===== config.mk =====
export PLATFORM = sky130hd
export DESIGN_NAME = pc_ras_unit_flat
export DESIGN_NICKNAME = d
export VERILOG_FILES = /design/src/rtl/pc_pkg.sv /design/src/rtl/pc_ras_unit_if.sv /design/src/rtl/ras_stack.sv /design/src/rtl/pc_ras_unit.sv /design/src/flat_wrapper.sv
export SDC_FILE = /design/constraint.sdc
export NUM_CORES = 1
export LEC_CHECK = 0
export CAP_MARGIN = 20
export CELL_PAD_IN_SITES_DETAIL_PLACEMENT = 0
export CELL_PAD_IN_SITES_GLOBAL_PLACEMENT = 2
export CORE_UTILIZATION = 42
export CTS_BUF_LIST = sky130_fd_sc_hd__clkbuf_2 sky130_fd_sc_hd__clkbuf_4 sky130_fd_sc_hd__clkbuf_8
export DETAILED_ROUTE_END_ITERATION = 12
export GPL_TIMING_DRIVEN = 0
export PLACE_DENSITY_LB_ADDON = 0.1
export SLEW_MARGIN = 5
export SYNTH_ARGS = -nofsm -noshare
export SYNTH_HDL_FRONTEND = slang
export SYNTH_SLANG_ARGS = --single-unit

===== constraint.sdc =====
create_clock -name clk -period 8 [get_ports clk]
set_input_delay 1.6 -clock clk [delete_from_list [all_inputs] [get_ports clk]]
set_output_delay 1.6 -clock clk [all_outputs]
set_load 0.005 [all_outputs]

===== src/rtl/pc_pkg.sv =====
// Shared definitions for the program counter / return-address stack unit.
// Contents: opcode encodings used on the op bus. Codes 6 and 7 are reserved.
package pc_pkg;

    localparam logic [2:0] OP_NOP    = 3'd0;
    localparam logic [2:0] OP_INC    = 3'd1;
    localparam logic [2:0] OP_LOAD   = 3'd2;
    localparam logic [2:0] OP_BRANCH = 3'd3;
    localparam logic [2:0] OP_CALL   = 3'd4;
    localparam logic [2:0] OP_RET    = 3'd5;

endpackage


===== src/rtl/pc_ras_unit_if.sv =====
// Control/status bundle of pc_ras_unit.
// master: drives stall, op, data_in, offset, clr_err; observes pc, RAS status and errors.
// slave : the pc_ras_unit side (mirror of master).
interface pc_ras_unit_if #(
    parameter int unsigned WIDTH = 16,
    parameter int unsigned OFF_W = 8,
    parameter int unsigned DEPTH = 4
);
    localparam int unsigned DEPTH_W = $clog2(DEPTH) + 1;

    logic               stall;
    logic [2:0]         op;
    logic [WIDTH-1:0]   data_in;
    logic [OFF_W-1:0]   offset;
    logic               clr_err;
    logic [WIDTH-1:0]   pc;
    logic [DEPTH_W-1:0] ras_depth;
    logic               ras_full;
    logic               ras_empty;
    logic               err_ovf;
    logic               err_unf;
    logic               err_ill;

    modport master (
        output stall, op, data_in, offset, clr_err,
        input  pc, ras_depth, ras_full, ras_empty, err_ovf, err_unf, err_ill
    );

    modport slave (
        input  stall, op, data_in, offset, clr_err,
        output pc, ras_depth, ras_full, ras_empty, err_ovf, err_unf, err_ill
    );
endinterface


===== src/rtl/ras_stack.sv =====
// Parametrised LIFO holding return addresses.
// Ports: clk, reset (sync, active-high), push/push_data, pop, top (entry at depth-1),
// depth (valid entries), full, empty. Push when full and pop when empty are ignored.
module ras_stack #(
    parameter int unsigned WIDTH = 16,
    parameter int unsigned DEPTH = 4
) (
    input  logic                     clk,
    input  logic                     reset,
    input  logic                     push,
    input  logic                     pop,
    input  logic [WIDTH-1:0]         push_data,
    output logic [WIDTH-1:0]         top,
    output logic [$clog2(DEPTH):0]   depth,
    output logic                     full,
    output logic                     empty
);
    localparam int unsigned IDX_W = $clog2(DEPTH);
    localparam logic [IDX_W:0] FULL_CNT = (IDX_W + 1)'(DEPTH);

    logic [WIDTH-1:0] mem_q [DEPTH];
    logic [IDX_W:0]   depth_q;
    logic [IDX_W-1:0] wr_idx;
    logic [IDX_W-1:0] top_idx;
    logic             do_push;
    logic             do_pop;

    always_comb begin
        do_push = push && !full;
        do_pop  = pop && !empty;
        // Push lands at index depth, top lives at depth-1: no wrap pointer needed.
        wr_idx  = depth_q[IDX_W-1:0];
        top_idx = depth_q[IDX_W-1:0] - IDX_W'(1);
    end

    always_ff @(posedge clk) begin
        if (reset) begin
            depth_q <= '0;
        end else if (do_push) begin
            depth_q <= depth_q + (IDX_W + 1)'(1);
        end else if (do_pop) begin
            depth_q <= depth_q - (IDX_W + 1)'(1);
        end
    end

    // Contents are don't-care after reset, so the array carries no reset.
    always_ff @(posedge clk) begin
        if (do_push) begin
            mem_q[wr_idx] <= push_data;
        end
    end

    assign top   = mem_q[top_idx];
    assign depth = depth_q;
    assign full  = (depth_q == FULL_CNT);
    assign empty = (depth_q == '0);
endmodule


===== src/rtl/pc_ras_unit.sv =====
// Fetch-stage program counter with integrated return-address stack.
// Ports: clk, reset (sync, active-high), bus (slave side of pc_ras_unit_if):
//   inputs stall/op/data_in/offset/clr_err, outputs pc, ras_depth/full/empty and
//   sticky err_ovf/err_unf/err_ill. Holds the next-pc mux, pc register and error flags.
module pc_ras_unit
    import pc_pkg::*;
#(
    parameter int unsigned WIDTH        = 16,
    parameter int unsigned STEP         = 1,
    parameter int unsigned RESET_VECTOR = 0,
    parameter int unsigned DEPTH        = 4,
    parameter int unsigned OFF_W        = 8
) (
    input logic          clk,
    input logic          reset,
    pc_ras_unit_if.slave bus
);
    localparam logic [WIDTH-1:0] STEP_W  = WIDTH'(STEP);
    localparam logic [WIDTH-1:0] RESET_W = WIDTH'(RESET_VECTOR);

    logic [WIDTH-1:0]         pc_q, pc_d;
    logic                     ovf_q, unf_q, ill_q;
    logic                     ovf_set, unf_set, ill_set;
    logic                     push, pop;
    logic [WIDTH-1:0]         ras_top;
    logic [$clog2(DEPTH):0]   ras_depth;
    logic                     ras_full, ras_empty;
    logic [WIDTH-1:0]         off_ext;

    ras_stack #(
        .WIDTH (WIDTH),
        .DEPTH (DEPTH)
    ) u_ras (
        .clk       (clk),
        .reset     (reset),
        .push      (push),
        .pop       (pop),
        .push_data (pc_q + STEP_W),
        .top       (ras_top),
        .depth     (ras_depth),
        .full      (ras_full),
        .empty     (ras_empty)
    );

    always_comb begin
        pc_d    = pc_q;
        push    = 1'b0;
        pop     = 1'b0;
        ovf_set = 1'b0;
        unf_set = 1'b0;
        ill_set = 1'b0;
        off_ext = WIDTH'($signed(bus.offset));
        if (!bus.stall) begin
            case (bus.op)
                OP_NOP:    pc_d = pc_q;
                OP_INC:    pc_d = pc_q + STEP_W;
                OP_LOAD:   pc_d = bus.data_in;
                OP_BRANCH: pc_d = pc_q + off_ext;
                OP_CALL: begin
                    // Jump regardless; the stack drops the push itself when full.
                    pc_d    = bus.data_in;
                    push    = 1'b1;
                    ovf_set = ras_full;
                end
                OP_RET: begin
                    if (ras_empty) begin
                        unf_set = 1'b1;
                    end else begin
                        pc_d = ras_top;
                        pop  = 1'b1;
                    end
                end
                default:   ill_set = 1'b1;
            endcase
        end
    end

    always_ff @(posedge clk) begin
        if (reset) begin
            pc_q  <= RESET_W;
            ovf_q <= 1'b0;
            unf_q <= 1'b0;
            ill_q <= 1'b0;
        end else begin
            pc_q  <= pc_d;
            // Set wins over clear when both happen in one cycle.
            ovf_q <= ovf_set | (ovf_q & ~bus.clr_err);
            unf_q <= unf_set | (unf_q & ~bus.clr_err);
            ill_q <= ill_set | (ill_q & ~bus.clr_err);
        end
    end

    assign bus.pc        = pc_q;
    assign bus.ras_depth = ras_depth;
    assign bus.ras_full  = ras_full;
    assign bus.ras_empty = ras_empty;
    assign bus.err_ovf   = ovf_q;
    assign bus.err_unf   = unf_q;
    assign bus.err_ill   = ill_q;
endmodule


===== src/flat_wrapper.sv =====
// flat-port wrapper written by rule: the top's interface ports become plain ports
module pc_ras_unit_flat import pc_pkg::*;
#(
    parameter int unsigned WIDTH        = 16,
    parameter int unsigned STEP         = 1,
    parameter int unsigned RESET_VECTOR = 0,
    parameter int unsigned DEPTH        = 4,
    parameter int unsigned OFF_W        = 8
)
  (clk, reset, bus_stall, bus_op, bus_data_in, bus_offset, bus_clr_err, bus_pc, bus_ras_depth, bus_ras_full, bus_ras_empty, bus_err_ovf, bus_err_unf, bus_err_ill);
  pc_ras_unit_if #(.WIDTH(WIDTH), .OFF_W(OFF_W), .DEPTH(DEPTH)) bus_i ();
  input logic clk;
  input logic reset;
  input wire logic [$bits(bus_i.stall)-1:0] bus_stall;
  input wire logic [$bits(bus_i.op)-1:0] bus_op;
  input wire logic [$bits(bus_i.data_in)-1:0] bus_data_in;
  input wire logic [$bits(bus_i.offset)-1:0] bus_offset;
  input wire logic [$bits(bus_i.clr_err)-1:0] bus_clr_err;
  output wire logic [$bits(bus_i.pc)-1:0] bus_pc;
  output wire logic [$bits(bus_i.ras_depth)-1:0] bus_ras_depth;
  output wire logic [$bits(bus_i.ras_full)-1:0] bus_ras_full;
  output wire logic [$bits(bus_i.ras_empty)-1:0] bus_ras_empty;
  output wire logic [$bits(bus_i.err_ovf)-1:0] bus_err_ovf;
  output wire logic [$bits(bus_i.err_unf)-1:0] bus_err_unf;
  output wire logic [$bits(bus_i.err_ill)-1:0] bus_err_ill;
  assign bus_i.stall = bus_stall;
  assign bus_i.op = bus_op;
  assign bus_i.data_in = bus_data_in;
  assign bus_i.offset = bus_offset;
  assign bus_i.clr_err = bus_clr_err;
  assign bus_pc = bus_i.pc;
  assign bus_ras_depth = bus_i.ras_depth;
  assign bus_ras_full = bus_i.ras_full;
  assign bus_ras_empty = bus_i.ras_empty;
  assign bus_err_ovf = bus_i.err_ovf;
  assign bus_err_unf = bus_i.err_unf;
  assign bus_err_ill = bus_i.err_ill;
  pc_ras_unit #(.WIDTH(WIDTH), .STEP(STEP), .RESET_VECTOR(RESET_VECTOR), .DEPTH(DEPTH), .OFF_W(OFF_W)) u_core (.clk(clk), .reset(reset), .bus(bus_i));
endmodule

# Yosys cells after proc, flatten, opt, wreduce, memory -nomap -nowiden
# Memory sizes are Yosys's and may differ from the RTL's.
# Cells that the tools add are included.
# word_totals
input_bits	31
output_inout_bits	24
n_memories	1
mem_bits_rw	64
elab_cells	55
reg_bits	22
# op_classes
bitwise_logic	8
n_mux	18
reduce_logical	11
n_eq_ne	7
addsub	5
# mem_list
memory	depth	width	rd	rd_clocked_by_memory_dff	write_ports	line	rtl
u_core.u_ras.mem_q	4	16	1	0	1	ras_stack.sv:21	logic [WIDTH-1:0] mem_q [DEPTH];
# ops
operator	count
case mux 16 bit (4 select lines)	1
adder 16 x 1 -> 16 bit (second input constant)	1
adder 16 bit	1
2-to-1 mux 16 bit	1
2-to-1 mux 1 bit	14
== test 3 bit (second input constant)	3
== test 3 x 2 -> 1 bit (second input constant)	2
logical NOT 3 bit	2
2-to-1 mux 3 bit	2
OR reduction 6 bit	1
nonzero test 4 bit	1
adder 3 x 1 -> 3 bit (second input constant)	1
bitwise AND 1 bit	3
== test 3 x 1 -> 1 bit (second input constant)	1
OR 1 bit	3
AND reduction 3 bit	1
subtractor 3 x 1 -> 3 bit (second input constant)	1
logical AND 1 bit	2
logical NOT 1 bit	2
!= test 2 bit (second input constant)	1
inverter 1 bit	2
nonzero test 2 bit	1
OR reduction 2 bit	1
subtractor 2 x 1 -> 2 bit (second input constant)	1

# Logic depth before layout (Yosys ltp)
# depth
depth_word	7
depth_mapped	13
depth_no_buf	11

# Cells and area by module
# A second synthesis with hierarchy kept.
# hier_totals
cells_unflattened	450
area_unflattened_um2	5046.1
# modules_own_cells
mod	seq_area_each_um2	cells_per_inst	area_each_um2	n_inst
ras_stack	1981.9	129	2700.1	1
pc_ras_unit	380.4	321	2346.0	1

# Worst setup path before layout
# OpenSTA, ideal clock, no wires.
# synth_path
path_kind	input -> register
startpoint	input bus_op[0]
endpoint	memory u_core.u_ras.mem_q[0][0], enable pin
setup_time_ns	0.430
arrival_ns	3.845
slack_ns	3.725
path_stages	4
required_time_ns	7.570
n_path_buf	3
cell_sequence	buf_4 clkbuf_1 clkbuf_1 nor4_1
# synth_between
elab_chain_cells	6
# synth_rtl
item	line	rtl
start: declaration	flat_wrapper.sv:15	input wire logic [$bits(bus_i.op)-1:0] bus_op;
== test 3 bit	pc_ras_unit.sv:54	case (bus.op)
2-to-1 mux 1 bit	pc_ras_unit.sv:54	
2-to-1 mux 1 bit	pc_ras_unit.sv:53	if (!bus.stall) begin
logical AND 1 bit	ras_stack.sv:29	do_push = push && !full;
2-to-1 mux 1 bit	ras_stack.sv:48	if (do_push) begin
2-to-1 mux 1 bit (implied by the code)	ras_stack.sv:49	mem_q[wr_idx] <= push_data;
end: declaration	ras_stack.sv:21	
# Every way passes these cells.

# Worst setup path after layout
# layout_path
startpoint	register u_core.u_ras.depth_q[0], in the netlist u_core.u_ras.depth[0]
endpoint	output bus_ras_full
# layout_between
elab_chain_cells	1
# layout_rtl
item	line	rtl
start: declaration	ras_stack.sv:22	logic [IDX_W:0] depth_q;
start signal: assignment	ras_stack.sv:40	depth_q <= depth_q + (IDX_W + 1)'(1);
start signal: assignment	ras_stack.sv:42	depth_q <= depth_q - (IDX_W + 1)'(1);
== test 3 bit	ras_stack.sv:55	assign full = (depth_q == FULL_CNT);
end: declaration	flat_wrapper.sv:21	output wire logic [$bits(bus_i.ras_full)-1:0] bus_ras_full;
# Every way passes these cells.

==> summary.md <==
The flow ran to the end, and the final reports show no timing, DRC or antenna violations. The routing usage on met1 was 0.321. The average wire length per cell after detail routing was 20.9 um.

Among all flip-flop cells after synthesis, the most frequent one is sky130_fd_sc_hd__edfxtp_1. In the layout the commonest cells are sky130_fd_sc_hd__edfxtp_1, sky130_fd_sc_hd__clkdlybuf4s50_1, sky130_fd_sc_hd__a21oi_1, sky130_fd_sc_hd__nand2_1, sky130_fd_sc_hd__nor2_1. The path type of the worst min-delay path was reg2reg. The share of final-layout standard cells stronger than drive strength 1 came out at 0.109. The width of the die came out at 111 um.

The detailed router placed 3941 vias in this run. The number of buffers on the longest clock path came out at 2. The worst slew slack as a fraction of its limit was 0.415; the yosys synthesis warning count was 0. The number of hold buffers added after cts is 0. The logs give 0.476 for the part of the Yosys area used for sequential elements and 451 for the post-synthesis cell count.

The met3 track utilization from global routing came out at 0.0377. Endpoint type of the worst setup path: an output pin. The maximum fanout along the worst path was 10. Once detail routing completed, the nets flagged for antenna violations numbered 0. The initial core utilization was 0.433; the number of antenna cells inserted was 0. The core area was 0.0115 sq mm.

For this run, design rule violations remaining after detail routing come to 0. Among all stages on the critical path, the largest delay is contributed by sky130_fd_sc_hd__dfxtp_1. The via count of the first global-routing pass came out at 3804. The tools report the total negative slack as 0 ns.

Yosys mapped a number of flops with a built-in enable equal to 64. The cell sitting at the root of the clock tree is a sky130_fd_sc_hd__clkbuf_8. The number of nets in the final layout is 571, and the number of setup violations in the final report is 0. Counting stages on the worst path, the most repeated cell is sky130_fd_sc_hd__buf_2. The area growth from synthesis to final layout is 18.3%. The global placement routability congestion came out at 0.874. The most utilized layer in the global route result was met2. The number of antenna violations at the first check in global routing was 0; the minimum period implied by the final worst setup slack was 4.29 ns. Start-to-end type of the worst setup path: reg2out.

The post-CTS setup-driven buffer insertion count is 0, and the largest net degree at the start of global routing is 17. The ratio of routed vias to standard cells came out at 5.92. The most area-hungry cell type in the Yosys netlist was sky130_fd_sc_hd__edfxtp_1.

The portion of the clock cycle consumed by the worst path in the final layout was 0.537. Ranked by total cell area, the synthesized netlist is headed by sky130_fd_sc_hd__edfxtp_1, sky130_fd_sc_hd__dfxtp_1, sky130_fd_sc_hd__mux4_2. After filler insertion, the fill cell instance count of the layout stands at 1113.

The number of gates resized after CTS was 0. Summing every instance area after synthesis gives 0.00496 sq mm. After routing the design area is 0.00587 sq mm. Worst stage delay on the critical path: 0.44 ns.

The number of buffer cells added on primary ports was 53. The pre-antenna-repair detailed-routing pass consisted of 5 iterations. The final number of max-transition violations is 0. Walking the worst path, the cells encountered are buf_2 > buf_2 > inv_1 > ha_1 > and2_1 > clkdlybuf4s50_1. The standby leakage power came out at 2.02 nW. The number of clock buffers added by TritonCTS is 9. The logs give 0.235 for the aggregate global-route resource usage and 504 for the total nets after synthesis. The transition time at the pin with the least slew margin is 0.877 ns. For the minimum setup slack after placement, the log shows 3.41 ns. The post-detailed-placement half-perimeter wirelength was 10500 um. The per-instance average area after synthesis is 11.0 sq um. The worst-case IR drop observed on VDD is 0.000139 V.

The met2 track demand over resource in global routing is 0.392, and the total number of clock tree sinks is 86. The synthesized design contains 86 register bits. Once routing completed, OpenROAD measured the worst setup slack at 3.71 ns. The clock transition at the registers of the reported paths was 0.09 ns.

Setup repair after global routing left no endpoint under its margin. Clock skew on the completed layout was measured at 0.00869 ns. Hold timing on the final database bottoms out at a slack of 0.497 ns.

The fraction of registers with async set or reset after synthesis is 0, and the global-route wire length before repair is 21500 um. For this run, the top clock speed supported by timing is 0.233 GHz. The clock latency of the later-clocked register in the worst-skew pair was 0.36 ns.

The die is 111 um tall. Total power divided by cell area: 164 mW/mm^2. Global routing finished with a remaining overflow of 0. The clock tree synthesis step divided the H-tree into 3 levels. The post-detailed-routing wire length is 13900 um, and the site row count is 39. Leaving out fill and tap cells, the most frequent cell in the layout is sky130_fd_sc_hd__edfxtp_1. The placed standard-cell area is 0.00570 sq mm. Among cell families on the critical path, the largest total delay comes from buffers and inverters. The share of the synthesized area in the top cell type is 0.387, and the count of distinct cell types in the synthesized netlist is 66.

The number of hold violations in the final report came out at 0. The detailed router finished its first iteration with 250 violations. The number of max-cap violations was 0. TritonCTS built the clock tree.

The worst endpoint data arrival time came out at 2.69 ns. The number of placed I/O pins was 55; the worst path buffer plus inverter count was 4. For the die area, the log shows 0.0123 sq mm.

The tools report the worst endpoint required time as 6.40 ns. The run gives 0.962 mW as the power after layout. The tools report the startpoint type of the worst setup path as a register.
==> sequential cells by signal (all words and copies together), names as in the netlist <==
register,count
u_core.bus.err_unf,1
u_core.bus.err_ovf,1
u_core.bus.pc,16
u_core.u_ras.mem_q,64
u_core.u_ras.depth,3
u_core.bus.err_ill,1
==> synthesized netlist by cell type, drive strengths merged, types with 5 or more instances <==
cell	number
nor3	12
a22oi	5
buf	11
nand2	36
nand4	7
inv	17
and2	7
ha	20
nor2	26
xnor2	15
a31oi	8
or3	7
dfxtp	22
a21o	7
nand3	12
edfxtp	64
a21oi	42
clkbuf	15
xor2	6
o21a	6
a211oi	11
mux4	15
o21ai	18
==> worst reg2reg max path: stages, from the launching register on <==
cell and delay [ns]:
sky130_fd_sc_hd__dfxtp_1 0.44, sky130_fd_sc_hd__buf_2 0.35, sky130_fd_sc_hd__buf_2 0.41, sky130_fd_sc_hd__inv_1 0.19, sky130_fd_sc_hd__ha_1 0.31, sky130_fd_sc_hd__clkbuf_1 0.38
sky130_fd_sc_hd__buf_2 0.40, sky130_fd_sc_hd__mux4_2 0.37, sky130_fd_sc_hd__a22oi_1 0.21, sky130_fd_sc_hd__a2bb2oi_1 0.10, sky130_fd_sc_hd__o221ai_1 0.20, sky130_fd_sc_hd__o31ai_1 0.09
==> report_power, final <==
part	switching [mW]	leakage (nW)	internal (mW)
logic	0.101	1.18	0.0812
registers	0.0128	0.747	0.489
clock network	0.165	0.0855	0.114
total	0.279	2.02	0.684
==> path summary, 6_finish.rpt <==
check / start / endpoint / slack, ns / cells past startpoint
worst max-delay path: u_core.u_ras.depth[0] / bus_ras_full / 3.71 / 6
worst min-delay path: u_core.bus.err_ovf / u_core.bus.err_ovf / 0.50 / 2
worst max register to register: u_core.u_ras.depth[0] / u_core.bus.pc[15] / 4.45 / 11
worst min register to register: u_core.bus.err_ovf / u_core.bus.err_ovf / 0.50 / 2
==> layout make-up <==
type                       instances  area (sq um)  area share
clock inverter                     7          46.3     0.00788
sequential                        86          2360       0.402
timing repair buffer              56           553      0.0942
multi-input combinational        321          2410       0.410
tap                              143           179      0.0305
buffer                            26           134      0.0228
clock buffer                       9           124      0.0211
inverter                          18          67.6      0.0115
==> cell families (layout without fill, tap and decap cells) <==
logic type / Yosys count / after routing / synth area share
AO/OA/AOI/OAI: 134 / 134 / 0.187
AND/OR/NAND/NOR: 123 / 123 / 0.120
flip-flops: 86 / 86 / 0.476
buffers and inverters: 44 / 116 / 0.0406
adder cells (fa/ha/maj): 22 / 22 / 0.0585
XOR/XNOR: 21 / 21 / 0.0370
multiplexers: 21 / 21 / 0.0809
==> per-layer routing <==
layer	wire, um	part of all wire	vias to the layer above
li1	-	-	1871
met5	0	0	-
met4	143	0.010	0
met3	671	0.048	12
met2	6790	0.49	115
met1	6300	0.45	1943
==> stage by stage <==
step	cells	util
floorplan	451	-
global placement	647	0.495
detailed placement	649	0.497
CTS	665	0.512
global route	666	0.512
finish	666	0.512
(Power assumes the default switching activity.)
